### src/rtl/hazard_scoreboard.sv
// hazard_scoreboard
//   Decode-stage hazard tracker. Holds the write masks of the DEPTH youngest
//   in-flight instructions (entry 0 = EX ... entry DEPTH-1 = WB) and decides
//   combinationally whether the decoded instruction may issue this cycle.
//
//   Build option: define HAZARD_SCOREBOARD_FWD_EN to assume a full forwarding
//   network. Only loads younger than LOAD_READY then stall a dependent
//   reader, and fwd_hit reports the forwarding source entries. Without it,
//   any hit outside WB stalls and fwd_hit is tied to zero.
//
//   Ports
//     clk, resetn   clock, synchronous active-low reset
//     id_valid      decode holds a valid instruction
//     id_rmask      registers read by decode (bit i = register i+1)
//     id_wmask      registers written by decode
//     id_is_load    decoded instruction is a load
//     advance       back-end advances; 0 freezes all entries
//     flush         kill decode and the flush_depth youngest entries
//     flush_depth   entries to kill, counted after this cycle's shift
//     id_ready      decode may issue (combinational)
//     fwd_hit       per-entry forwarding source flags (combinational)
//     pending       OR of write masks of all valid entries

// Per-entry hit/stall evaluation. Each entry sees only the writes of the
// entries younger than itself (shadow_i), so an older writer of a register
// is hidden whenever a younger writer of the same register is in flight.
module hazard_scoreboard_entry #(
    parameter int MW         = 31,
    parameter int IDX        = 0,
    parameter int DEPTH      = 3,
    parameter int LOAD_READY = 1,
    parameter bit FWD        = 1'b0
) (
    input  logic          vld_i,
    input  logic [MW-1:0] wmask_i,
    input  logic          is_load_i,
    input  logic [MW-1:0] shadow_i,
    input  logic [MW-1:0] rmask_i,
    output logic          block_o,
    output logic          fwd_o,
    output logic [MW-1:0] shadow_o
);
    logic [MW-1:0] eff;
    logic          hit;

    assign eff      = wmask_i & ~shadow_i;
    assign hit      = vld_i & (|(rmask_i & eff));
    // WB never stalls: the register file writes before it is read.
    assign block_o  = hit & (FWD ? (is_load_i & (IDX < LOAD_READY))
                                 : (IDX < DEPTH - 1));
    assign fwd_o    = FWD ? (hit & ~block_o) : 1'b0;
    assign shadow_o = shadow_i | (vld_i ? wmask_i : '0);
endmodule

module hazard_scoreboard #(
    parameter int NREG       = 32,
    parameter int DEPTH      = 3,
    parameter int LOAD_READY = 1
) (
    input  logic                       clk,
    input  logic                       resetn,
    input  logic                       id_valid,
    input  logic [NREG-2:0]            id_rmask,
    input  logic [NREG-2:0]            id_wmask,
    input  logic                       id_is_load,
    input  logic                       advance,
    input  logic                       flush,
    input  logic [$clog2(DEPTH+1)-1:0] flush_depth,
    output logic                       id_ready,
    output logic [DEPTH-1:0]           fwd_hit,
    output logic [NREG-2:0]            pending
);
    localparam int MW = NREG - 1;
    localparam int IW = $clog2(DEPTH + 1);
`ifdef HAZARD_SCOREBOARD_FWD_EN
    localparam bit FWD = 1'b1;
`else
    localparam bit FWD = 1'b0;
`endif

    logic [DEPTH-1:0]         vld_q, vld_d;
    logic [DEPTH-1:0]         ld_q, ld_d;
    logic [DEPTH-1:0][MW-1:0] wm_q, wm_d;

    logic [DEPTH:0][MW-1:0]   shadow;
    logic [DEPTH-1:0]         block;
    logic                     issue;

    assign shadow[0] = '0;

    for (genvar k = 0; k < DEPTH; k++) begin : g_ent
        hazard_scoreboard_entry #(
            .MW(MW), .IDX(k), .DEPTH(DEPTH), .LOAD_READY(LOAD_READY), .FWD(FWD)
        ) u_ent (
            .vld_i    (vld_q[k]),
            .wmask_i  (wm_q[k]),
            .is_load_i(ld_q[k]),
            .shadow_i (shadow[k]),
            .rmask_i  (id_rmask),
            .block_o  (block[k]),
            .fwd_o    (fwd_hit[k]),
            .shadow_o (shadow[k+1])
        );
    end

    // Readiness deliberately ignores id_valid so decode can use it early.
    assign id_ready = advance & ~(|block);
    assign issue    = id_valid & id_ready & ~flush;

    always_comb begin
        vld_d = vld_q;
        ld_d  = ld_q;
        wm_d  = wm_q;
        if (advance) begin
            for (int k = DEPTH - 1; k > 0; k--) begin
                vld_d[k] = vld_q[k-1];
                ld_d[k]  = ld_q[k-1];
                wm_d[k]  = wm_q[k-1];
            end
            vld_d[0] = issue;
            ld_d[0]  = issue & id_is_load;
            wm_d[0]  = issue ? id_wmask : '0;
        end
        // Flush acts on the post-shift picture; masks are zeroed so that
        // invalid entries never contribute anything.
        if (flush) begin
            for (int k = 0; k < DEPTH; k++) begin
                if (IW'(k) < flush_depth) begin
                    vld_d[k] = 1'b0;
                    ld_d[k]  = 1'b0;
                    wm_d[k]  = '0;
                end
            end
        end
    end

    always_comb begin
        pending = '0;
        for (int k = 0; k < DEPTH; k++)
            if (vld_q[k]) pending = pending | wm_q[k];
    end

    always_ff @(posedge clk) begin
        if (!resetn) begin
            vld_q <= '0;
            ld_q  <= '0;
            wm_q  <= '0;
        end else begin
            vld_q <= vld_d;
            ld_q  <= ld_d;
            wm_q  <= wm_d;
        end
    end
endmodule

### config.mk
export PLATFORM = sky130hd
export DESIGN_NAME = hazard_scoreboard
export DESIGN_NICKNAME = d
export VERILOG_FILES = /design/src/rtl/hazard_scoreboard.sv
export SDC_FILE = /design/constraint.sdc
export NUM_CORES = 1
export LEC_CHECK = 0
export ABC_AREA = 1
export BUFFER_PORTS_ARGS = -buffer_cell sky130_fd_sc_hd__clkbuf_2
export CORE_MARGIN = 2
export CORE_UTILIZATION = 28
export CTS_BUF_LIST = sky130_fd_sc_hd__clkbuf_16
export DETAILED_ROUTE_END_ITERATION = 10
export GPL_ROUTABILITY_DRIVEN = 0
export PLACE_DENSITY = 0.59
export SYNTH_ARGS = -nofsm -noshare
export SYNTH_HDL_FRONTEND = slang
export SYNTH_SLANG_ARGS = --single-unit
### constraint.sdc
create_clock -name clk -period 1.6 [get_ports clk]
set_input_delay 0.24 -clock clk [delete_from_list [all_inputs] [get_ports clk]]
set_output_delay 0.24 -clock clk [all_outputs]
set_load 0.01 [all_outputs]
# == Yosys cells after proc, flatten, opt, wreduce, memory -nomap -nowiden ==
# Cells that the tools add are included.
# classes
addsub,0
multipliers,0
div,0
order_cmp,3
eq_ne,0
n_shift,0
muxes,14
n_bitwise,13
reduce_logical,3
# op_table
op,n
$mux W31,7
$mux W93,2
$and A31 B31 Y31,3
$or A31 B31 Y31,2
$reduce_or A31 Y1,2
$not A31 Y31,1
$mux W3,2
$and A1 B1 Y1,5
$lt A1 B2 Y1 const A,2
$mux W1,3
$lt A2 B2 Y1 const A,1
$not A1 Y1,2
$reduce_or A2 Y1,1
# totals
reg_bits,96
latch_bits,0
ramBits,0
mem_bits_ro,0
in_bits,70
out_inout_bits,35
memories,0

# == Logic depth before layout (Yosys ltp) ==
# Gate-level depths: netlist of the first run.
# logic_depth
word_depth,15
depth_mapped,13
ltp_nobuf,10

# == Hierarchy ==
# A second synthesis of the first run with hierarchy kept.
# hier_totals
hier_cells,997
area_unflattened_um2,5911.9
# modules_own_cells
mod,n_inst,cells_per_inst,area_each_um2
hazard_scoreboard,1,580,4136.5
hazard_scoreboard_entry at g_ent[0].u_ent ...,2,159,686.9
hazard_scoreboard_entry at g_ent[2].u_ent,1,99,401.6

# == Worst setup path before layout of the first run ==
# Ideal clock, no wire load.
# synth_path
path_type,reg2out
start,reg vld_q[0]
end,out id_ready
t_arrival_ps,1402
path_slack_ps,-42
path_stages_with_launch,13
path_buffers,3
path_cell_list,dfxtp_1 -> buf_4 -> buf_6 -> nand2_1 -> nand3_1 -> nand2_1 -> nor2_1 -> nand2_1 -> nor2_1 -> nand2_1 -> nand2_4 -> buf_6 -> and2_1
# synth_via
elab_chain_len,9
elab_cells_between_ends,10
classes_between,mux: 1; bitwise: 7; reduce/logical: 2
# synth_lines
item,line,source
from (decl),81,"logic [DEPTH-1:0] vld_q, vld_d;"
from (signal assigned),149,vld_q <= vld_d;
$mux W31,52,assign shadow_o = shadow_i | (vld_i ? wmask_i : '0);
$not A31 Y31,46,assign eff = wmask_i & ~shadow_i;
$and A31 B31 Y31,46,
$and A31 B31 Y31,47,assign hit = vld_i & (|(rmask_i & eff));
$reduce_or A31 Y1,47,
$and A1 B1 Y1,47,
$reduce_or A2 Y1 *,107,assign id_ready = advance & ~(|block);
$not A1 Y1 *,107,
$and A1 B1 Y1 *,107,
to (decl),69,"output logic id_ready,"
# Every way passes the cells marked *; elsewhere a longest branch is shown, timed or not.

# == Worst setup path in the final report of the first run ==
# Same ends and word-level chain as after synthesis.

==> out/results.ini, run 1 <==
[synthesis]
syn_inst=696
yosys.area.top_type=dfxtp_1
synth_edf_count=0
ys_warn_count=0
synth.cell_area_mm2=0.00453
synthTopCellsByArea=dfxtp_1 (42%), nand2_1 (26%), a21oi_1 (11%), nand3_1 (6.8%), nand4_1 (4.3%)
synth_async_sr_flop_share_pct=0
yosysUniqueCellTypes=17
synth_top_area_share_pct=42.4
avgSynthCellArea_um2=6.51
seq_area_frac_synth_pct=42.4
ys.flop_type=dfxtp_1
ys_seq_elements=96

[worst_setup_path]
end_kind=primary output
crit_arrival_ps=1880
worstSetupPathType=reg2out
startpoint_type=register
critPathLaunch=vld_q[0]
r2r_start=vld_q[0]
crit_path_end=id_ready
rr_worst_depth=13
r2r_setup_slack_ps=-330
reg2reg_to=wm_q[12]
required_ps=1360
critPathMaxFanout=7

[cells_and_area]
nets=945
final_common_cell=nand2_1
drive_gt1_share_pct=34.2
syn_to_final_growth_pct=50.2
design_area_mm2=0.00681
fillers=1623
final_cell_mix=nand2_1 (293), buf_4 (96), dfxtp_1 (95)
diodes=0
fin_cells=1096

[detailed_routing]
viasPerCell=4.66
drc=0
firstDrtPassIters=5
wirelength_um=16200
drt_iter0_drc=374
vias=5105
drt-wirelength-per-cell_um=14.8
antenna_left=0

[die]
core_area_mm2=0.0158
fp.dieArea_mm2=0.0172
fp.dieH_um=131
die_w_um=131
start_util_pct=28.6
num_rows=46
ioPinCount=105

[sta]
period_needed_ps=2120
setup_ws_ps=-521
finalMaxSlewViolations=0
fin_crit_sh_pct=133
slew_headroom_pct=64.9
max_freq_mhz=471
rsz0062_at_grt=true
finalSetupTns_ps=-9640
setup_viol=39
worstMarginPinSlew_ps=526
fin_skew_ps=6.11
finalHoldViolations=0

[placed_design]
place_area_mm2=0.00600
dp.cells=1074
hpwlAfterDp_um=10800
port-buffer-count=100

[pwr]
power.density_mw_per_mm2=748
p_total_mw=5.10
peakVddDrop_v=0.000546
power_leakage_nw=2.99

[clocking]
numClockSinks=96
clockBufferDepth=2
htreeDepth=3
cts-buffers-inserted=9
cts_tree=yes
clockRootBuffer=clkbuf_16
path_clk_slew_ps=70
cts_hold_buffers=0
clock_latency_ps=350

[status]
outcome=finished with violations
violations=setup timing

[global_routing]
grt_pass1_vias=4788
grt_antenna_before_repair=0
overflow=0
grt_max_degree=68
grt_pass1_wl_um=24700
grt.total_usage_pct=18.0

[worst_hold_path]
min_path_type=in2reg

[job]
drv_cap=0

-- synth_stat cells (3+ instances only) --
cell      number
buf_6          6
nor2_1        28
a21oi_1       98
nand3_1       62
buf_4          4
nand4_1       31
dfxtp_1       96
nand2_1      318
clkbuf_1      37
buf_2          3
inv_1          7
-- stage by stage --
step | util (%) | hold slack (ps) | setup slack, ps
after floorplan | - | 384 | -2.20
after global placement | 37.9 | 448 | -263
after detailed placement | 37.9 | 452 | -246
after CTS | 39.9 | 130 | -524
after global routing | 43.0 | 143 | -598
final | 43.0 | 144 | -521
-- how the worst min path moves through the flow --
| stage | startpoint | to | cells past startpoint |
|---|---|---|---|
| final | id_wmask[3] | wm_q[3] | 3 |
| after global routing | id_wmask[3] | wm_q[3] | 3 |
| after CTS | id_wmask[1] | wm_q[1] | 3 |
| after detailed placement | wm_q[78] | wm_q[78] | 2 |
| after global placement | wm_q[62] | wm_q[62] | 2 |
| after floorplan | resetn | vld_q[0] | 2 |
-- report_power, final --
part	switching (mW)	total [mW]	leakage (nW)	internal (mW)
logic	0.307	0.508	2.07	0.201
clock network	0.958	2.16	0.142	1.20
registers	0.0223	2.43	0.775	2.41
-- worst max-delay path, cell delays in order (launching register included) --
cell     delay [ps]
dfxtp_4         450
buf_12          150
nand2_2          70
nand3_2          70
nand2_1          80
nor2_4          130
nand2_1          60
nor2_1          100
nand2_1          90
nand2_4          90
and2_4          140
buf_6            90
-- logic make-up after synthesis --
| kind of cell | Yosys count | share of synthesized area, % |
|---|---|---|
| buffers and inverters | 57 | 6.13 |
| AND/OR/NAND/NOR | 441 | 40.1 |
| other | 1 | 0.0827 |
| flip-flops | 96 | 42.4 |
| AO/OA/AOI/OAI | 101 | 11.3 |
-- layer usage --
layer  up-vias  track usage [%]  share of wire [%]
li1       2637                -                  -
met1      2325             23.9                 46
met4         0             3.80                1.2
met2       129             30.1                 48
met5         -                0                  0
met3        14             4.17                5.3
-- flip-flops by register name, summed over array words and instances (netlist names) --
signal / count
vld_q: 3
wm_q: 93
-- repair_timing --
action                                  in CTS  in global routing
pin swaps                                    2                 17
setup buffers                                1                  3
gates resized for setup                      9                109
gates cloned                                 0                  3
endpoints found under the setup margin      52                 59
-- layout make-up --
| type | instances | area, um2 | share of cell area, % |
|---|---|---|---|
| Clock buffer | 9 | 225 | 3.31 |
| Clock inverter | 7 | 62.6 | 0.919 |
| Inverter | 7 | 26.3 | 0.386 |
| Multi-Input combinational cell | 545 | 2660 | 39.1 |
| Sequential cell | 96 | 1930 | 28.3 |
| Tap cell | 216 | 270 | 3.97 |
| Timing Repair Buffer | 216 | 1640 | 24.0 |
(Power assumes the default switching activity.)
==> inputs of run 2 (changes only) <==
- ABC_AREA: 1 -> unset
==> run 2 against run 1 <==
  * The run still ends with setup timing left
  * Non-clock buffer count is 6 higher
  * Total power rose by 5.2%
  * Synthesized cell count down 24%
  * Register-to-register slack got worse by 540 ps
  * Synthesized area grew 1.5%
  * Critical path depth is 3 lower
  * Final area rose by 3.3%
  * Largest power group unchanged
  * Sequential share of layout area shrank 0.87 points
  * Wire length increased by 4.4%
==> out/results.ini, run 2 <==
[job]
drv_cap=0  ; unchanged

[worst_setup_path]
critPathMaxFanout=7  ; unchanged
r2r_setup_slack_ps=-870  ; -540 ps
cp_cell_sequence=buf_12, nand2_1, nand3_2, nand4_1, or4_4, o31a_4, nor2_4, buf_8
reg2reg_to=wm_q[22]
r2r_start=vld_q[0]
worstSetupPathType=reg2out
required_ps=1360  ; about the same
critical-path-slowest-cell=or4_4
startpoint_type=register
crit_arrival_ps=2330  ; +450 ps
cpPeakStageDelay_ps=550  ; +100 ps
end_kind=primary output
rr_worst_depth=10  ; -3

[cells_and_area]
multiInputGateArea_mm2=0.00271  ; +1.9%
top_register=wm_q
diodes=0  ; unchanged
drive_gt1_share_pct=41.3  ; +7.1 points
nets=789  ; -17%
largest_reg_flops=93  ; unchanged
ff_latch_area_mm2=0.00193  ; +0.13%
final_common_cell=clkbuf_2
reg.largest.list=wm_q: 93 flops, vld_q: 3 flops
final_cell_mix=clkbuf_2 (94), dfxtp_1 (93), nand2_1 (92)
fillers=1611  ; -0.74%
syn_to_final_growth_pct=52.9

[synthesis]
ys_seq_elements=96  ; unchanged
syn_inst=527  ; -24%
ys_warn_count=0  ; unchanged
ys.flop_type=dfxtp_1
synthTopCellsByArea=dfxtp_1 (42%), mux2i_1 (14%), nand2_1 (8.4%), o31ai_2 (7.9%), a222oi_1 (6.1%)
avgSynthCellArea_um2=8.73  ; +34%
synth_edf_count=0  ; unchanged
yosysUniqueCellTypes=28  ; +11
synthTopCellsByCount=nand2_1 (103), dfxtp_1 (96), nor2_1 (66)
seq_area_frac_synth_pct=41.8  ; -0.62 points
yosys.area.top_type=dfxtp_1
synth.most_common_cell=nand2_1
synth_top_area_share_pct=41.8  ; -0.62 points
synth_async_sr_flop_share_pct=0  ; unchanged
synth.cell_area_mm2=0.00460  ; +1.5%

[sta]
rsz0062_at_grt=true
max_freq_mhz=389  ; -17%
fin_crit_sh_pct=161  ; +28 points
setup_viol=60  ; +54%
fin_skew_ps=13.6  ; +7.54 ps
setup_ws_ps=-970  ; -449 ps
period_needed_ps=2570  ; +449 ps
finalMaxSlewViolations=0  ; unchanged
finalHoldViolations=0  ; unchanged

[clocking]
path_clk_slew_ps=70  ; about the same
htreeDepth=3  ; unchanged
clockBufferDepth=2  ; unchanged
cts_hold_buffers=0  ; unchanged
clock_latency_ps=360  ; about the same
numClockSinks=96  ; unchanged
cts-buffers-inserted=9  ; unchanged
clockRootBuffer=clkbuf_16
cts_tree=yes

[die]
die_w_um=132  ; +0.72%
fp.dieArea_mm2=0.0175  ; +1.4%
ioPinCount=105  ; unchanged
num_rows=46  ; unchanged
fp.dieH_um=132  ; +0.72%
start_util_pct=28.8  ; +0.11 points
core_area_mm2=0.0160  ; +1.1%

[global_routing]
grt_pass1_wl_um=25700  ; +4.0%
grt_antenna_before_repair=0  ; unchanged
grt_pass1_vias=4626  ; -3.4%
grt.total_usage_pct=18.8  ; +0.81 points
overflow=0  ; unchanged
grt_max_degree=33  ; -51%

[placed_design]
port-buffer-count=100  ; unchanged
hpwlAfterDp_um=12100  ; +12%
place_ws_ps=-653  ; -407 ps

[worst_hold_path]
holdPathEnd=wm_q[29]
worstHoldPathCells=3  ; unchanged
min_path_type=in2reg
hp-start=id_wmask[29]

[detailed_routing]
vias=4736  ; -7.2%
drt-wirelength-per-cell_um=18.0  ; +22%
viasPerCell=5.04  ; +8.2%
firstDrtPassIters=6  ; +1
drt_iter0_drc=474  ; +27%
drc=0  ; unchanged
antenna_left=0  ; unchanged
wirelength_um=16900  ; +4.4%

[status]
outcome=finished with violations
violations=setup timing

[pwr]
p_total_mw=5.36  ; +5.2%
power.density_mw_per_mm2=762  ; +1.8%
peakVddDrop_v=0.000601  ; +10%
power_leakage_nw=3.21  ; +7.4%

-- run 2: cell types whose count changed after synthesis, moves of 4 or more --
cell,previous run,this run
a21oi_1,98,1
a222oi_1,0,28
a22oi_1,0,12
buf_1,0,12
clkbuf_1,37,21
inv_1,7,28
mux2i_1,0,64
nand2_1,318,103
nand3_1,62,27
nand4_1,31,8
nor2_1,28,66
o31ai_1,0,4
o31ai_2,0,29
-- run 2: layout make-up --
class	count	share of cell area, %
multi-input combinational	362	38.5
sequential	96	27.4
timing repair buffer	222	24.3
tap	216	3.84
clock buffer	9	3.20
inverter	28	1.49
clock inverter	7	1.24
-- run 2: how the worst max path moves through the flow --
stage                     startpoint       end  slack [ps]  cells past startpoint
after global placement      vld_q[0]  id_ready        -610                      8
final                       vld_q[0]  id_ready        -970                      8
after detailed placement    vld_q[0]   wm_q[1]        -650                      8
after floorplan             vld_q[0]  id_ready        -510                      9
after global routing        vld_q[0]  id_ready       -1010                      8
after CTS                   vld_q[0]  id_ready        -930                      8
-- run 2: kinds of logic after synthesis --
group / count (synthesis) / synth area share [%]
other: 1 / 0.0815
muxes: 64 / 13.9
and+or+nand+nor: 209 / 18.6
buffers and inverters: 71 / 6.88
AOI/OAI and AO/OA: 86 / 18.8
DFF: 96 / 41.8
-- run 2: report_power, final --
| part | switching, mW | internal [mW] | leakage (nW) |
|---|---|---|---|
| clock network | 0.956 | 1.36 | 0.152 |
| registers | 0.0249 | 2.42 | 0.777 |
| logic | 0.333 | 0.276 | 2.28 |
-- run 2: metrics by stage --
step / TNS (ps) / util, % / cell area, um2 / std cells / hold WS [ps]
after floorplan: -12280 / - / 4630 / 529 / 391
after global placement: -18830 / 38.0 / 6080 / 909 / 472
after detailed placement: -20290 / 38.0 / 6080 / 909 / 486
after CTS: -35240 / 41.7 / 6670 / 938 / 122
after global routing: -40460 / 44.0 / 7040 / 940 / 156
final: -37610 / 44.0 / 7040 / 940 / 143
-- run 2: routing by layer --
| layer | track usage [%] | vias up | part of all wire, % |
|---|---|---|---|
| li1 | - | 2261 | - |
| met1 | 25.0 | 2277 | 45 |
| met2 | 31.3 | 171 | 48 |
| met3 | 3.15 | 27 | 5.4 |
| met4 | 6.03 | 0 | 1.9 |
| met5 | 0 | - | 0 |
-- run 2: timing repair --
item	4_1_cts	5_1_grt
pin swaps	34	15
cloned	1	3
endpoints found under the setup margin	60	64
buffers inserted	12	2
gates resized for setup	39	58
-- run 2: critical path, delay by kind of cell, from the launching register on --
| family | cells | cell delay, ps |
|---|---|---|
| AOI/OAI and AO/OA | 1 | 380 |
| and+or+nand+nor | 5 | 900 |
| DFF | 1 | 440 |
| buffers and inverters | 2 | 250 |
==> inputs of run 3 (changes only) <==
- RECOVER_POWER: unset -> 100
- SETUP_SLACK_MARGIN: unset -> 0.1
==> run 3 against run 2 <==
  * The flow still finishes with violations (setup timing)
  * First-iteration DRC count down 13%
  * Cell count is 0.43% lower
  * Wire length increased by 0.97%
  * Sequential share of layout area increased by 0.39 points
  * Count of clock-buffer cells in the layout unchanged
  * Worst setup slack improved by 21 ps
  * Non-clock buffer count is 4 lower
  * Global-route usage hardly changed
  * Final area shrank 1.5%
  * Die area did not move
  * Combinational power about the same
  * Critical endpoint unchanged
  * Largest power group unchanged
==> out/results.ini, run 3 (synthesized netlist as in run 2, its figures left out) <==
[detailed_routing]
wirelength_um=17100  ; +0.97%
drc=0  ; unchanged
drt-wirelength-per-cell_um=18.2  ; +1.4%
drt_iter0_drc=412  ; -13%
firstDrtPassIters=7  ; +1
antenna_left=0  ; unchanged
viasPerCell=5.02  ; -0.44%
vias=4695  ; -0.87%

[cells_and_area]
reg.largest.list=wm_q: 93 flops, vld_q: 3 flops
nets=785  ; -0.51%
fillers=1596  ; -0.93%
ff_latch_area_mm2=0.00193  ; -0.13%
multiInputGateArea_mm2=0.00270  ; -0.60%
top_register=wm_q
syn_to_final_growth_pct=50.5
final_cell_mix=nand2_1 (96), dfxtp_1 (95), clkbuf_2 (91)
final_common_cell=nand2_1
design_area_mm2=0.00693  ; -1.5%
largest_reg_flops=93  ; unchanged
drive_gt1_share_pct=38.3  ; -3.0 points
diodes=0  ; unchanged

[worst_hold_path]
min_path_type=in2reg
holdPathEnd=wm_q[3]
hp-start=id_wmask[3]
worstHoldPathCells=3  ; unchanged

[clocking]
htreeDepth=3  ; unchanged
clock_latency_ps=340  ; -20 ps
clockRootBuffer=clkbuf_16
cts_tree=yes
numClockSinks=96  ; unchanged
cts-buffers-inserted=9  ; unchanged
path_clk_slew_ps=70  ; about the same
cts_hold_buffers=0  ; unchanged
clockBufferDepth=2  ; unchanged

[die]
num_rows=46  ; unchanged
fp.dieH_um=132  ; unchanged
start_util_pct=28.8  ; unchanged
ioPinCount=105  ; unchanged
fp.dieArea_mm2=0.0175  ; unchanged
die_w_um=132  ; unchanged
core_area_mm2=0.0160  ; unchanged

[sta]
period_needed_ps=2550  ; -21.4 ps
finalMaxSlewViolations=0  ; unchanged
slew_headroom_pct=33.5
setup_ws_ps=-949  ; +21.4 ps
fin_skew_ps=8.02  ; -5.63 ps
rsz0062_at_grt=true
setup_viol=60  ; unchanged
fin_crit_sh_pct=159  ; -1.3 points
finalSetupTns_ps=-38030  ; -419 ps
max_freq_mhz=392  ; +0.84%
finalHoldViolations=0  ; unchanged
worstMarginPinSlew_ps=998

[global_routing]
grt_max_degree=51  ; +55%
grt_antenna_before_repair=0  ; unchanged
overflow=0  ; unchanged
grt_pass1_vias=4476  ; -3.2%
grt.total_usage_pct=18.9  ; +0.023 points
grt_pass1_wl_um=25600  ; -0.25%

[worst_setup_path]
path_delay_family=simple AND/OR/NAND/NOR gates
cp_cell_sequence=buf_6, buf_12, nand2_2, nand3_2, nand4_1, or4_4, o31a_4, nor2_4, buf_6
cpPeakStageDelay_ps=520  ; -30 ps
worst_path_most_repeated_cell=buf_6
worstSetupPathType=reg2out
path_depth=9  ; +1
end_kind=primary output
rr_worst_depth=11  ; +1
reg2reg_to=wm_q[22]
r2r_start=vld_q[0]
required_ps=1360  ; about the same
crit_arrival_ps=2310  ; -20 ps
path_buf_inv=3  ; +1
critical-path-slowest-cell=or4_4
critPathMaxFanout=7  ; unchanged
r2r_setup_slack_ps=-870  ; about the same
startpoint_type=register

[status]
outcome=finished with violations
violations=setup timing

[pwr]
peakVddDrop_v=0.000467  ; -22%
power_leakage_nw=3.15  ; -1.8%
power.density_mw_per_mm2=724  ; -5.0%

[placed_design]
place_ws_ps=-624  ; +29.0 ps
port-buffer-count=100  ; unchanged
hpwlAfterDp_um=11700  ; -3.1%
place_area_mm2=0.00606  ; -0.25%

[job]
drv_cap=0  ; unchanged

-- run 3: cell types whose count changed in the layout (fill, tap and decap cells not counted), sizes merged --
cell,change
clkbuf,+5
buf,-9
clkinvlp,+2
bufinv,-2
-- run 3: timing repair --
item | in CTS | in global routing
setup buffers | 8 | 6
pin swaps | 35 | 7
resized for setup | 29 | 58
setup endpoints to repair | 64 | 64
cloned | 4 | 2
-- run 3: layout make-up --
class	count	area share (%)
Multi-Input combinational cell	362	38.9
Sequential cell	96	27.8
Timing Repair Buffer	218	24.0
Tap cell	216	3.90
Clock buffer	9	3.25
Inverter	28	1.52
Clock inverter	7	0.578
-- run 3: metrics by stage --
step	hold WS, ps	total power, mW	cells	util (%)
6_report	136	5.02	936	43.3
2_1_floorplan	391	2.73	529	-
4_1_cts	132	5.00	930	41.3
3_5_place_dp	483	3.02	902	37.9
3_3_place_gp	473	3.02	902	37.9
5_1_grt	141	5.19	936	43.3
-- run 3: tightest hold or removal path, stage by stage --
cell and delay (ps):
clkbuf_2 80, nand2_1 60, o31ai_2 60
-- run 3: power breakdown --
group	internal (mW)	switching, mW	total (mW)
logic	0.273	0.334	0.607
clock network	1.04	0.933	1.97
registers	2.42	0.0242	2.44
total	3.73	1.29	5.02
-- run 3: worst max-delay path by stage --
stage	slack, ps	endpoint	start
final	-950	id_ready	vld_q[0]
after global routing	-1020	id_ready	vld_q[0]
after CTS	-950	id_ready	vld_q[0]
after detailed placement	-620	id_ready	vld_q[0]
after global placement	-610	id_ready	vld_q[0]
after floorplan	-510	id_ready	vld_q[0]
-- run 3: routing by layer --
metal	part of all wire, %	track usage, %	vias up
met4	3.1	7.77	0
met3	5.2	2.85	32
met2	46	29.7	177
li1	-	-	2257
met1	45	25.8	2229
met5	0	0	-
